===== config.mk =====
export PLATFORM = sky130hd
export DESIGN_NAME = pipeline_hazard_ctrl
export DESIGN_NICKNAME = d
export VERILOG_FILES = /design/src/rtl/pipeline_ctrl_pkg.sv /design/src/rtl/pipeline_hazard_ctrl_forward_unit.sv /design/src/rtl/pipeline_hazard_ctrl.sv
export SDC_FILE = /design/constraint.sdc
export NUM_CORES = 1
export LEC_CHECK = 0
export ABC_CLOCK_PERIOD_IN_PS = 3600
export CORE_MARGIN = 8
export CORE_UTILIZATION = 40
export DETAILED_ROUTE_END_ITERATION = 8
export PLACE_DENSITY = 0.71
export SYNTH_ARGS = -nofsm -noshare
export SYNTH_HDL_FRONTEND = slang
export SYNTH_SLANG_ARGS = --single-unit

===== constraint.sdc =====
create_clock -name clk -period 3.6 [get_ports clk]
set_input_delay 0.54 -clock clk [delete_from_list [all_inputs] [get_ports clk]]
set_output_delay 0.54 -clock clk [all_outputs]
set_load 0.02 [all_outputs]

===== src/rtl/pipeline_ctrl_pkg.sv =====
// Shared encodings and types for the pipeline hazard/control unit.
package pipeline_ctrl_pkg;

   // EX-stage operand forwarding selects
   localparam logic [1:0] FWD_RF  = 2'b00;
   localparam logic [1:0] FWD_WB  = 2'b01;
   localparam logic [1:0] FWD_MEM = 2'b10;

   // ResultSrc encodings of the execute stage
   localparam logic [1:0] RESULT_ALU  = 2'b00;
   localparam logic [1:0] RESULT_LOAD = 2'b01;
   localparam logic [1:0] RESULT_PC4  = 2'b10;

   localparam int unsigned DEF_CNT_W = 16;

   typedef enum logic {
      RUN      = 1'b0,
      MEM_WAIT = 1'b1
   } state_t;

   // Memory stage wins over writeback when both hold the same destination
   function automatic logic [1:0] fwd_sel(
      input logic [4:0] rs,
      input logic [4:0] rd_m,
      input logic       wr_m,
      input logic [4:0] rd_w,
      input logic       wr_w
   );
      if (wr_m && (rd_m != 5'd0) && (rd_m == rs))
         return FWD_MEM;
      else if (wr_w && (rd_w != 5'd0) && (rd_w == rs))
         return FWD_WB;
      else
         return FWD_RF;
   endfunction

endpackage


===== src/rtl/pipeline_hazard_ctrl_forward_unit.sv =====
// Combinational operand-forwarding comparators for the execute stage.
module forward_unit
   import pipeline_ctrl_pkg::*;
(
   input  logic [4:0] Rs1E,
   input  logic [4:0] Rs2E,
   input  logic [4:0] RdM,
   input  logic [4:0] RdW,
   input  logic       RegWriteM,
   input  logic       RegWriteW,
   output logic [1:0] fwd_a,
   output logic [1:0] fwd_b
);

   // Select forwarding source per operand
   always_comb begin
      fwd_a = fwd_sel(Rs1E, RdM, RegWriteM, RdW, RegWriteW);
      fwd_b = fwd_sel(Rs2E, RdM, RegWriteM, RdW, RegWriteW);
   end

endmodule


===== src/rtl/pipeline_hazard_ctrl.sv =====
// Stall/flush/forwarding control for the 5-stage core, with a data-memory
// wait FSM, wait timeout flag and saturating performance counters.
module pipeline_hazard_ctrl
   import pipeline_ctrl_pkg::*;
#(
   parameter int unsigned CNT_W       = DEF_CNT_W,
   parameter int unsigned MEM_TIMEOUT = 64,
   parameter logic [1:0]  LOAD_SRC    = RESULT_LOAD
) (
   input  logic             clk,
   input  logic             rst,
   input  logic [4:0]       Rs1D,
   input  logic [4:0]       Rs2D,
   input  logic [4:0]       Rs1E,
   input  logic [4:0]       Rs2E,
   input  logic [4:0]       RdE,
   input  logic [4:0]       RdM,
   input  logic [4:0]       RdW,
   input  logic [1:0]       ResultSrcE,
   input  logic             RegWriteM,
   input  logic             RegWriteW,
   input  logic             PCSrcE,
   input  logic             MemReqM,
   input  logic             MemReadyM,
   input  logic             CntClr,
   output logic [1:0]       ForwardAE,
   output logic [1:0]       ForwardBE,
   output logic             StallF,
   output logic             StallD,
   output logic             StallE,
   output logic             StallM,
   output logic             FlushD,
   output logic             FlushE,
   output logic             FlushW,
   output logic [CNT_W-1:0] StallCount,
   output logic [CNT_W-1:0] FlushCount,
   output logic             MemErr
);

   localparam int unsigned       WAIT_W   = $clog2(MEM_TIMEOUT + 1);
   localparam logic [WAIT_W-1:0] WAIT_MAX = WAIT_W'(MEM_TIMEOUT);
   localparam logic [WAIT_W-1:0] WAIT_ERR = WAIT_W'(MEM_TIMEOUT - 1);

   state_t            state;
   state_t            state_next;
   logic [WAIT_W-1:0] wait_cnt;
   logic              lw_stall;
   logic              mem_stall;
   logic              redirect;
   logic [1:0]        fwd_a;
   logic [1:0]        fwd_b;

   forward_unit u_forward_unit (
      .Rs1E      (Rs1E),
      .Rs2E      (Rs2E),
      .RdM       (RdM),
      .RdW       (RdW),
      .RegWriteM (RegWriteM),
      .RegWriteW (RegWriteW),
      .fwd_a     (fwd_a),
      .fwd_b     (fwd_b)
   );

   // Hazard detection and prioritised stall/flush controls, all held low in reset
   always_comb begin
      lw_stall  = (ResultSrcE == LOAD_SRC) && (RdE != 5'd0) &&
                  ((RdE == Rs1D) || (RdE == Rs2D));
      mem_stall = MemReqM && !MemReadyM;
      redirect  = 1'b0;
      ForwardAE = FWD_RF;
      ForwardBE = FWD_RF;
      StallF    = 1'b0;
      StallD    = 1'b0;
      StallE    = 1'b0;
      StallM    = 1'b0;
      FlushD    = 1'b0;
      FlushE    = 1'b0;
      FlushW    = 1'b0;
      if (rst) begin
         ForwardAE = fwd_a;
         ForwardBE = fwd_b;
         if (mem_stall) begin
            // EX is frozen, so a pending PCSrcE is simply taken later
            StallF = 1'b1;
            StallD = 1'b1;
            StallE = 1'b1;
            StallM = 1'b1;
            FlushW = 1'b1;
         end else if (PCSrcE) begin
            redirect = 1'b1;
            FlushD   = 1'b1;
            FlushE   = 1'b1;
         end else if (lw_stall) begin
            StallF = 1'b1;
            StallD = 1'b1;
            FlushE = 1'b1;
         end
      end
   end

   // Memory wait FSM next-state
   always_comb begin
      state_next = state;
      case (state)
         RUN:      if (mem_stall) state_next = MEM_WAIT;
         MEM_WAIT: if (!MemReqM || MemReadyM) state_next = RUN;
         default:  state_next = RUN;
      endcase
   end

   // Memory wait FSM state register
   always_ff @(posedge clk or negedge rst) begin
      if (!rst) state <= RUN;
      else      state <= state_next;
   end

   // Wait-cycle counter and sticky timeout flag
   always_ff @(posedge clk or negedge rst) begin
      if (!rst) begin
         wait_cnt <= '0;
         MemErr   <= 1'b0;
      end else begin
         // Held at zero in RUN so the count starts fresh on every MEM_WAIT entry
         if (state == RUN)
            wait_cnt <= '0;
         else if (mem_stall && (wait_cnt != WAIT_MAX))
            wait_cnt <= wait_cnt + 1'b1;
         if ((state == MEM_WAIT) && mem_stall && (wait_cnt == WAIT_ERR))
            MemErr <= 1'b1;
      end
   end

   // Saturating performance counters, clear has priority
   always_ff @(posedge clk or negedge rst) begin
      if (!rst) begin
         StallCount <= '0;
         FlushCount <= '0;
      end else if (CntClr) begin
         StallCount <= '0;
         FlushCount <= '0;
      end else begin
         if (StallF && (StallCount != '1))
            StallCount <= StallCount + 1'b1;
         if (redirect && (FlushCount != '1))
            FlushCount <= FlushCount + 1'b1;
      end
   end

endmodule

==> metrics.txt, run 1 <==
area delta synth->final 38.8%; post-synthesis sequential area ratio 38.1%; worst endpoint required time 3060 ps; clock network power share 35.4%; PD cells 259 mW/mm^2; Synth Cell Area 0.00270 mm^2; IO Port Bufs 88; number of post-CTS setup repair buffers 0; Period minus WS final 3370 ps; combinational family with the most area after synthesis simple AND/OR/NAND/NOR gates; Post-synth EDFFs 0; final setup violation count 0; CTS tree built; Synth area leaders dfrtp_1, xnor2_1, xor2_1, nor2_1, nand3_1; global-route usage over all layers 14.5%; Post-CTS Hold Buffers 0; R2R setup slack 1280 ps; Fin Hold WS 66.0 ps; ANT cells 0; Row Count 30; class of the worst hold path in -> async; CP max stage delay 660 ps; top cells by instance count after synthesis dfrtp_1, xnor2_1, nor2_1, xor2_1; Die ar. 0.00962 mm^2; max cap viols 0; htree depth 2; Synth Area in Compound Gates 11.6%; Sequential Power Share 48.2%; Worst R2R End StallCount[8]; Max VDD drop 152 uV; setup ws final 229 ps; CTS clock-pin slew for the worst setup and hold paths 80 ps; CTS Root Cell clkbuf_8; pin count of the biggest net entering global routing 29; setup tns final 0 ps; # clock sinks 41; most frequent cell after synthesis dfrtp_1; Synth Area in Adders 1.86%; detailed-route wire length per cell 15.4 um; syn_area_per_cell 9.43 um^2; FF-to-FF path depth 5; Initial Util 40.6%; crit path max fanout 3; Pint 724 uW; post-placement worst setup slack 252 ps; dominant cell type by area after synthesis dfrtp_1; Hold Vio Cnt, Final 0; mux share of post-synthesis cell area 2.04%; Final Max Slew Viols 0; switching share of power 25.3%; cts repair resizes 0; CP Capture Type output port; async set or reset register ratio after synthesis 100%; initial antenna violation count 0; cell-by-cell trace of the critical path clkdlybuf4s50_1 > or4_1 > o21ai_0 > nor4_1 > nor4_1 > clkdlybuf4s50_1; synth unique cells 47; first-pass GRT wire length 11500 um; I/O pin count 89; Synth Area in XOR/XNOR 15.9%; Worst EP arrival 2830 ps; clock buffer count from CTS 5; CP max-delay cell clkdlybuf4s50_1; Horiz. Die Dim 98.1 um; end of the critical path ForwardBE[0]; Reg2Reg Launch Point StallCount[0]; drt drc 0; slew margin rel. 49.7%; post-synth net total 335; Starting DRT DRC Count 52; Syn. warnings 0; final period utilization 93.6%; Synth Area in Simple Gates 26.0%; DR pass1 iterations 4; Detail Route Antenna Nets 0; startpoint types input pin; Longest Clk Path Bufs 2; Synth Flop Type dfrtp_1; Synth top area share 38.1%; Core Area 0.00664 mm^2; highest clock rate 297 MHz; Syn Inst Count 286; Vias/cell 5.22; Setup CP Type in -> out; Worst setup startpoint RdM[2]; GR Overflow Total 0; RD Place Congestion 0.933; final-stage net count 424; outcome complete, no violations; final wirelength 7040 um; LEAKAGE 0.00146 uW; layout cells sized above 1 10.1%; clk_lat worst skew 300 ps; NetSw 245 uW; flops & latches, synth 41; Die H 98.1 um; number of global-route vias before repair 2366; RSZ-0062 raised after global routing false; Gate power share 16.4%; post-route clock skew 9.12 ps; Vias 2382; hpwl dp 5360 um; Worst-Margin Slew 755 ps
## area by class of cell
type                       count  area, um^2
fill                         599        2900
timing repair buffer          93         913
tap                           80         100
sequential                    41        1030
multi-input combinational    221        1550
clock inverter                 1        8.76
clock buffer                   7        96.3
inverter                      13        48.8
## critical path, delay by kind of cell
| family | cells | cell delay (ps) |
|---|---|---|
| AO/OA/AOI/OAI | 1 | 210 |
| buffers and inverters | 2 | 1140 |
| AND/OR/NAND/NOR | 3 | 930 |
## layer usage
metal	global-route usage, %	up-vias	share of wire (%)
met2	23.7	70	45
met1	18.1	1107	48
met3	3.84	6	5.4
met4	5.04	0	1.2
met5	0	-	0
li1	-	1199	-
## sequential cells by signal, summed over array words and instances (netlist names)
register    flops
MemErr          1
wait_cnt        7
FlushCount     16
state           1
StallCount     16
## how the worst min path moves through the flow
stage,from,to,slack [ps],cells after the start
finish,rst,wait_cnt[4],70,1
global route,rst,wait_cnt[4],60,1
CTS,rst,wait_cnt[4],60,1
detailed placement,rst,wait_cnt[4],390,1
global placement,rst,wait_cnt[4],390,1
floorplan,rst,FlushCount[0],240,0
## power groups by stage
| stage | clock [uW] | combinational [uW] | sequential [uW] |
|---|---|---|---|
| 6_report | 343 | 159 | 467 |
| 5_1_grt | 371 | 174 | 467 |
| 4_1_cts | 359 | 161 | 467 |
| 3_5_place_dp | 0 | 160 | 476 |
| 3_3_place_gp | 0 | 158 | 476 |
| 2_1_floorplan | 0 | 65.9 | 478 |
## placed cells by master, fill, tap and decap left out, types with 10 or more instances in the layout
cell type,Yosys,layout
inv_1,12,12
a21oi_1,10,10
clkdlybuf4s50_1,0,87
nor2_1,22,22
xor2_1,20,20
and3_1,10,10
dfrtp_1,41,41
nand2_1,15,15
xnor2_1,29,29
nand3_1,15,15
## metrics by stage
stage,std cells,power [uW],instance area (um^2),util [%]
finish,456,969,3740,56.3
global route,456,1010,3740,56.3
CTS,456,987,3740,56.3
detailed placement,448,636,3640,54.8
global placement,448,634,3640,54.8
floorplan,286,544,2700,-
## logic make-up after synthesis
kind of cell    Yosys count
simple gates            122
xor+xnor                 49
flops                    41
mux                       4
fa+ha+maj                 4
compound gates           42
buf+inv                  24
Power figures use the tool's default switching activity.
==> inputs of run 2 (changes only) <==
--- a/config.mk
+++ b/config.mk
@@ -8,7 +8,9 @@
 export ABC_CLOCK_PERIOD_IN_PS = 3600
 export CORE_MARGIN = 8
 export CORE_UTILIZATION = 40
+export CTS_BUF_LIST = sky130_fd_sc_hd__clkbuf_16
 export DETAILED_ROUTE_END_ITERATION = 8
+export GPL_TIMING_DRIVEN = 0
 export PLACE_DENSITY = 0.71
 export SYNTH_ARGS = -nofsm -noshare
 export SYNTH_HDL_FRONTEND = slang
==> run 2 against run 1 <==
Against the previous run: global-route usage up 0.88 points; clock power up 24%; critical path depth up 2; design area up 2.0%; highest routed layer unchanged.
==> metrics.txt, run 2 (synthesized netlist as in run 1, its figures left out) <==
Setup CP Type in -> out; clock buffer count from CTS 5; area delta synth->final 41.7%; Fill cells 615; # clock sinks 41; CTS tree built; Longest Clk Path Bufs 2; Initial Util 40.6%; register area 0.00103 mm^2; CP max-delay cell or4_1; class of the worst hold path in -> async; Die H 98.1 um; highest clock rate 285 MHz; Worst EP arrival 2970 ps; number of global-route vias before repair 2597; Hold Vio Cnt, Final 0; Finished Core Util 57.5%; critical path's top delay family buffers and inverters; layout cells sized above 1 10.5%; final-stage net count 430; global-route usage over all layers 15.4%; Worst-Margin Slew 608 ps; crit path max fanout 10; CTS Root Cell clkbuf_16; clk_lat worst skew 280 ps; pin count of the biggest net entering global routing 40; cell-by-cell trace of the critical path clkdlybuf4s50_1 > or4_1 > o21ai_1 > inv_1 > a41oi_4 > inv_2 > buf_4 > clkdlybuf4s50_1; post-route clock skew 9.14 ps; RD Place Congestion 0.825; first-pass GRT wire length 12300 um; Overall Power 1050 uW; slew margin rel. 59.5%; final setup violation count 0; worst endpoint required time 3060 ps; hpwl dp 5710 um; GR Overflow Total 0; htree depth 2; Detail Route Antenna Nets 0; Row Count 30; Max VDD drop 231 uV; commonest cells after routing, fill and taps aside clkdlybuf4s50_1, dfrtp_1, xnor2_1; Die ar. 0.00962 mm^2; commonest non-fill, non-tap cell in the layout clkdlybuf4s50_1; number of post-CTS setup repair buffers 0; DR pass1 iterations 6; RSZ-0062 raised after global routing false; CTS clock-pin slew for the worst setup and hold paths 60 ps; drt drc 0; Post-CTS Hold Buffers 0; startpoint types input pin; IO Port Bufs 87; cts repair resizes 0; Vias 2457; CP Capture Type output port; Period minus WS final 3510 ps; Starting DRT DRC Count 60; most frequent cell on the critical path clkdlybuf4s50_1; Top Registers FlushCount x16, StallCount x16, wait_cnt x7; PD cells 276 mW/mm^2; multi-input logic area 0.00155 mm^2; CP max stage delay 570 ps; LEAKAGE 0.00150 uW; initial antenna violation count 0; Vias/cell 5.33; detailed-route wire length per cell 16.1 um; ANT cells 0; final wirelength 7410 um; final period utilization 97.6%; crit path buf inv count 5; Final Max Slew Viols 0; outcome complete, no violations; I/O pin count 89; Horiz. Die Dim 98.1 um; Core Area 0.00664 mm^2; Fin Hold WS 115 ps; max cap viols 0
run 2: changes by cell type in the layout (fill, tap and decap cells not counted), sizes merged:
cell	before	now
buf	6	10
clkdlybuf4s50	87	86
clkinv	0	1
clkbuf	7	8
run 2: cell type report:
type / count / share of cell area [%]
flip-flops and latches: 41 / 26.9
inverters: 13 / 1.28
well taps: 80 / 2.62
repair buffers: 88 / 23.2
clock inverters: 2 / 0.328
clock buffers: 5 / 3.28
multi-input cells: 221 / 40.6
plain buffers: 11 / 1.87
run 2: per-layer routing:
layer | vias up | global-route usage [%] | part of all wire, %
li1 | 1206 | - | -
met1 | 1169 | 18.1 | 46
met2 | 75 | 27.2 | 48
met3 | 7 | 3.70 | 4.9
met4 | 0 | 4.20 | 1.1
met5 | - | 0 | 0
run 2: final timing paths:
path                                  to          start  cells past startpoint  slack (ps)
min reg2reg                       MemErr         MemErr                      1         470
max                               StallF         RdE[1]                      8          90
min                          wait_cnt[3]            rst                      1         120
max reg2reg                StallCount[8]  StallCount[0]                      6        1380
max in group asynchronous  StallCount[8]            rst                      2        3000
min in group clk                  MemErr         MemErr                      1         470
run 2: through the flow:
step	TNS, ps	instance area, um^2	setup WS (ps)	std cells
floorplan	0	2700	1000	286
global placement	-30190	3670	-1280	453
detailed placement	0	3680	15.6	454
CTS	0	3820	4.09	461
global route	0	3820	12.7	461
finish	0	3820	87.4	461
run 2: worst reg2reg max path, stage by stage, from the launching register on:
cell and delay, ps:
dfrtp_1 420, ha_1 330, and3_1 220, and3_1 190
buf_2 190, or4_2 640, a21oi_2 150
run 2: where the power goes:
group	leakage, uW	switching (uW)	internal [uW]
clock	0.0000711	174	252
sequential	0.000571	3.70	464
combinational	0.000861	75.9	85.9
total	0.00150	253	801
==> inputs of run 3 (changes only) <==
--- a/config.mk
+++ b/config.mk
@@ -5,13 +5,14 @@
 export SDC_FILE = /design/constraint.sdc
 export NUM_CORES = 1
 export LEC_CHECK = 0
+export ABC_AREA = 1
 export ABC_CLOCK_PERIOD_IN_PS = 3600
 export CORE_MARGIN = 8
 export CORE_UTILIZATION = 40
 export CTS_BUF_LIST = sky130_fd_sc_hd__clkbuf_16
 export DETAILED_ROUTE_END_ITERATION = 8
 export GPL_TIMING_DRIVEN = 0
-export PLACE_DENSITY = 0.71
+export PLACE_DENSITY = 0.69
 export SYNTH_ARGS = -nofsm -noshare
 export SYNTH_HDL_FRONTEND = slang
 export SYNTH_SLANG_ARGS = --single-unit
==> run 3 against run 2 <==
Against the previous run: routed wire length increased by 15%; critical path type unchanged; largest power group unchanged; total power increased by 0.73%; sequential cell count unchanged; synthesized cell count increased by 56%; final cell count increased by 40%; maximum frequency increased by 4.3%; via count increased by 28%.
==> metrics.txt, run 3 <==
Max VDD drop 227 uV; switching share of power 25.0%; post-synth net total 495; Pint 797 uW; PD cells 253 mW/mm^2; most frequent cell on the critical path nand2_1; slew margin rel. 65.6%; Setup CP Type in -> out; max cap viols 0; pin count of the biggest net entering global routing 34; startpoint types input pin; DR pass1 iterations 5; htree depth 2; area delta synth->final 38.1%; async set or reset register ratio after synthesis 100%; Top Registers FlushCount x16, StallCount x16, wait_cnt x7; worst endpoint required time 3060 ps; Post-CTS Hold Buffers 0; IO Port Bufs 88; ANT cells 0; # clock sinks 41; detailed-route wire length per cell 13.2 um; Worst-Margin Slew 516 ps; Fill cells 712; first-pass GRT wire length 14500 um; Vias/cell 4.90; Sequential Power Share 43.9%; CP max-delay cell clkdlybuf4s50_1; final wirelength 8510 um; Finished Core Util 55.8%; Period minus WS final 3370 ps; GR Overflow Total 0; cts repair resizes 0; LEAKAGE 0.00199 uW; placed insts 637; critical path's top delay family buffers and inverters; final-stage net count 591; Row Count 32; synth unique cells 34; Starting DRT DRC Count 165; number of post-CTS setup repair buffers 0; RSZ-0062 raised after global routing false; Synth area leaders dfrtp_1, nand2_1, inv_1, nand3_1, nor2_1; final period utilization 93.6%; Final Max Slew Viols 0; Initial Util 40.4%; Synth Cell Area 0.00304 mm^2; commonest non-fill, non-tap cell in the layout nand2_1; class of the worst hold path in -> async; Gate power share 16.6%; CP max stage delay 590 ps; commonest cells after routing, fill and taps aside nand2_1, clkdlybuf4s50_1, inv_1; flops & latches, synth 41; clock network power share 39.5%; CTS tree built; crit path buf inv count 5; Die ar. 0.0107 mm^2; Post-synth EDFFs 0; clock buffer count from CTS 5; CTS clock-pin slew for the worst setup and hold paths 60 ps; drt drc 0; Hold Vio Cnt, Final 0; CTS Root Cell clkbuf_16; top cells by instance count after synthesis nand2_1, inv_1, nor2_1, dfrtp_1, nand3_1; post-synthesis sequential area ratio 33.7%; cell-by-cell trace of the critical path clkdlybuf4s50_1 > inv_2 > nand2_1 > nand2_1 > nor2_1 > nand3_1 > nand2_1 > nand3_1 > nand2_2 > buf_2 > buf_4 > clkdlybuf4s50_1; dominant cell type by area after synthesis dfrtp_1; Detail Route Antenna Nets 0; highest clock rate 297 MHz; number of global-route vias before repair 3121; final setup violation count 0; layout cells sized above 1 6.64%; Synth Flop Type dfrtp_1; Horiz. Die Dim 103 um; Die H 103 um; setup tns final 0 ps; Syn Inst Count 446; NetSw 266 uW; outcome complete, no violations; fin cells 644; crit path max fanout 11; CP Capture Type output port; Synth top area share 33.7%; Vias 3157; Syn. warnings 0; hpwl dp 6870 um; Worst EP arrival 2830 ps; syn_area_per_cell 6.82 um^2; initial antenna violation count 0; most frequent cell after synthesis nand2_1; I/O pin count 89; RD Place Congestion 0.855; clk_lat worst skew 280 ps; global-route usage over all layers 17.1%; Longest Clk Path Bufs 2; Core Area 0.00753 mm^2; post-route clock skew 2.37 ps
## run 3: cell type report
class | instances | area [um^2] | share of cell area (%)
clock buffer | 5 | 125 | 2.98
buffer | 14 | 81.3 | 1.94
sequential | 41 | 1030 | 24.4
inverter | 72 | 270 | 6.43
timing repair buffer | 89 | 896 | 21.3
tap | 102 | 128 | 3.04
multi-input combinational | 319 | 1670 | 39.7
clock inverter | 2 | 7.51 | 0.179
## run 3: power groups by stage
stage | sequential, uW | clock, uW | combinational [uW]
3_5_place_dp | 475 | 0 | 177
2_1_floorplan | 477 | 0 | 74.4
5_1_grt | 467 | 445 | 194
4_1_cts | 467 | 429 | 178
6_report | 467 | 419 | 176
3_3_place_gp | 475 | 0 | 174
## run 3: routing by layer
layer	track usage, %	up-vias	routed length (um)
li1	-	1632	-
met2	29.1	86	4220
met5	0	-	0
met1	21.1	1421	3730
met4	5.78	0	158
met3	3.15	18	398
## run 3: final timing paths
path | end | cells after the start | start | slack (ps)
min in group clk | MemErr | 1 | MemErr | 490
worst max-delay path | StallF | 12 | RdE[4] | 230
max in group asynchronous | FlushCount[13] | 2 | rst | 2980
worst max register to register | StallCount[14] | 11 | StallCount[0] | 1680
worst min-delay path | StallCount[10] | 1 | rst | 150
worst min register to register | MemErr | 1 | MemErr | 490
## run 3: through the flow
stage               area, um^2  hold slack, ps  setup slack (ps)  total power, uW
floorplan                 3040             244              1250              551
global placement          4050             480             -1730              649
detailed placement        4070             451               170              652
CTS                       4200             153               168             1070
global route              4200             166              67.8             1110
finish                    4200             149               231             1060
## run 3: kinds of logic after synthesis
group	synth area share, %
adders and majority gates	1.65
buffers and inverters	11.6
AOI/OAI and AO/OA	7.45
DFF	33.7
and+or+nand+nor	37.8
xor gates and xnor gates	7.77
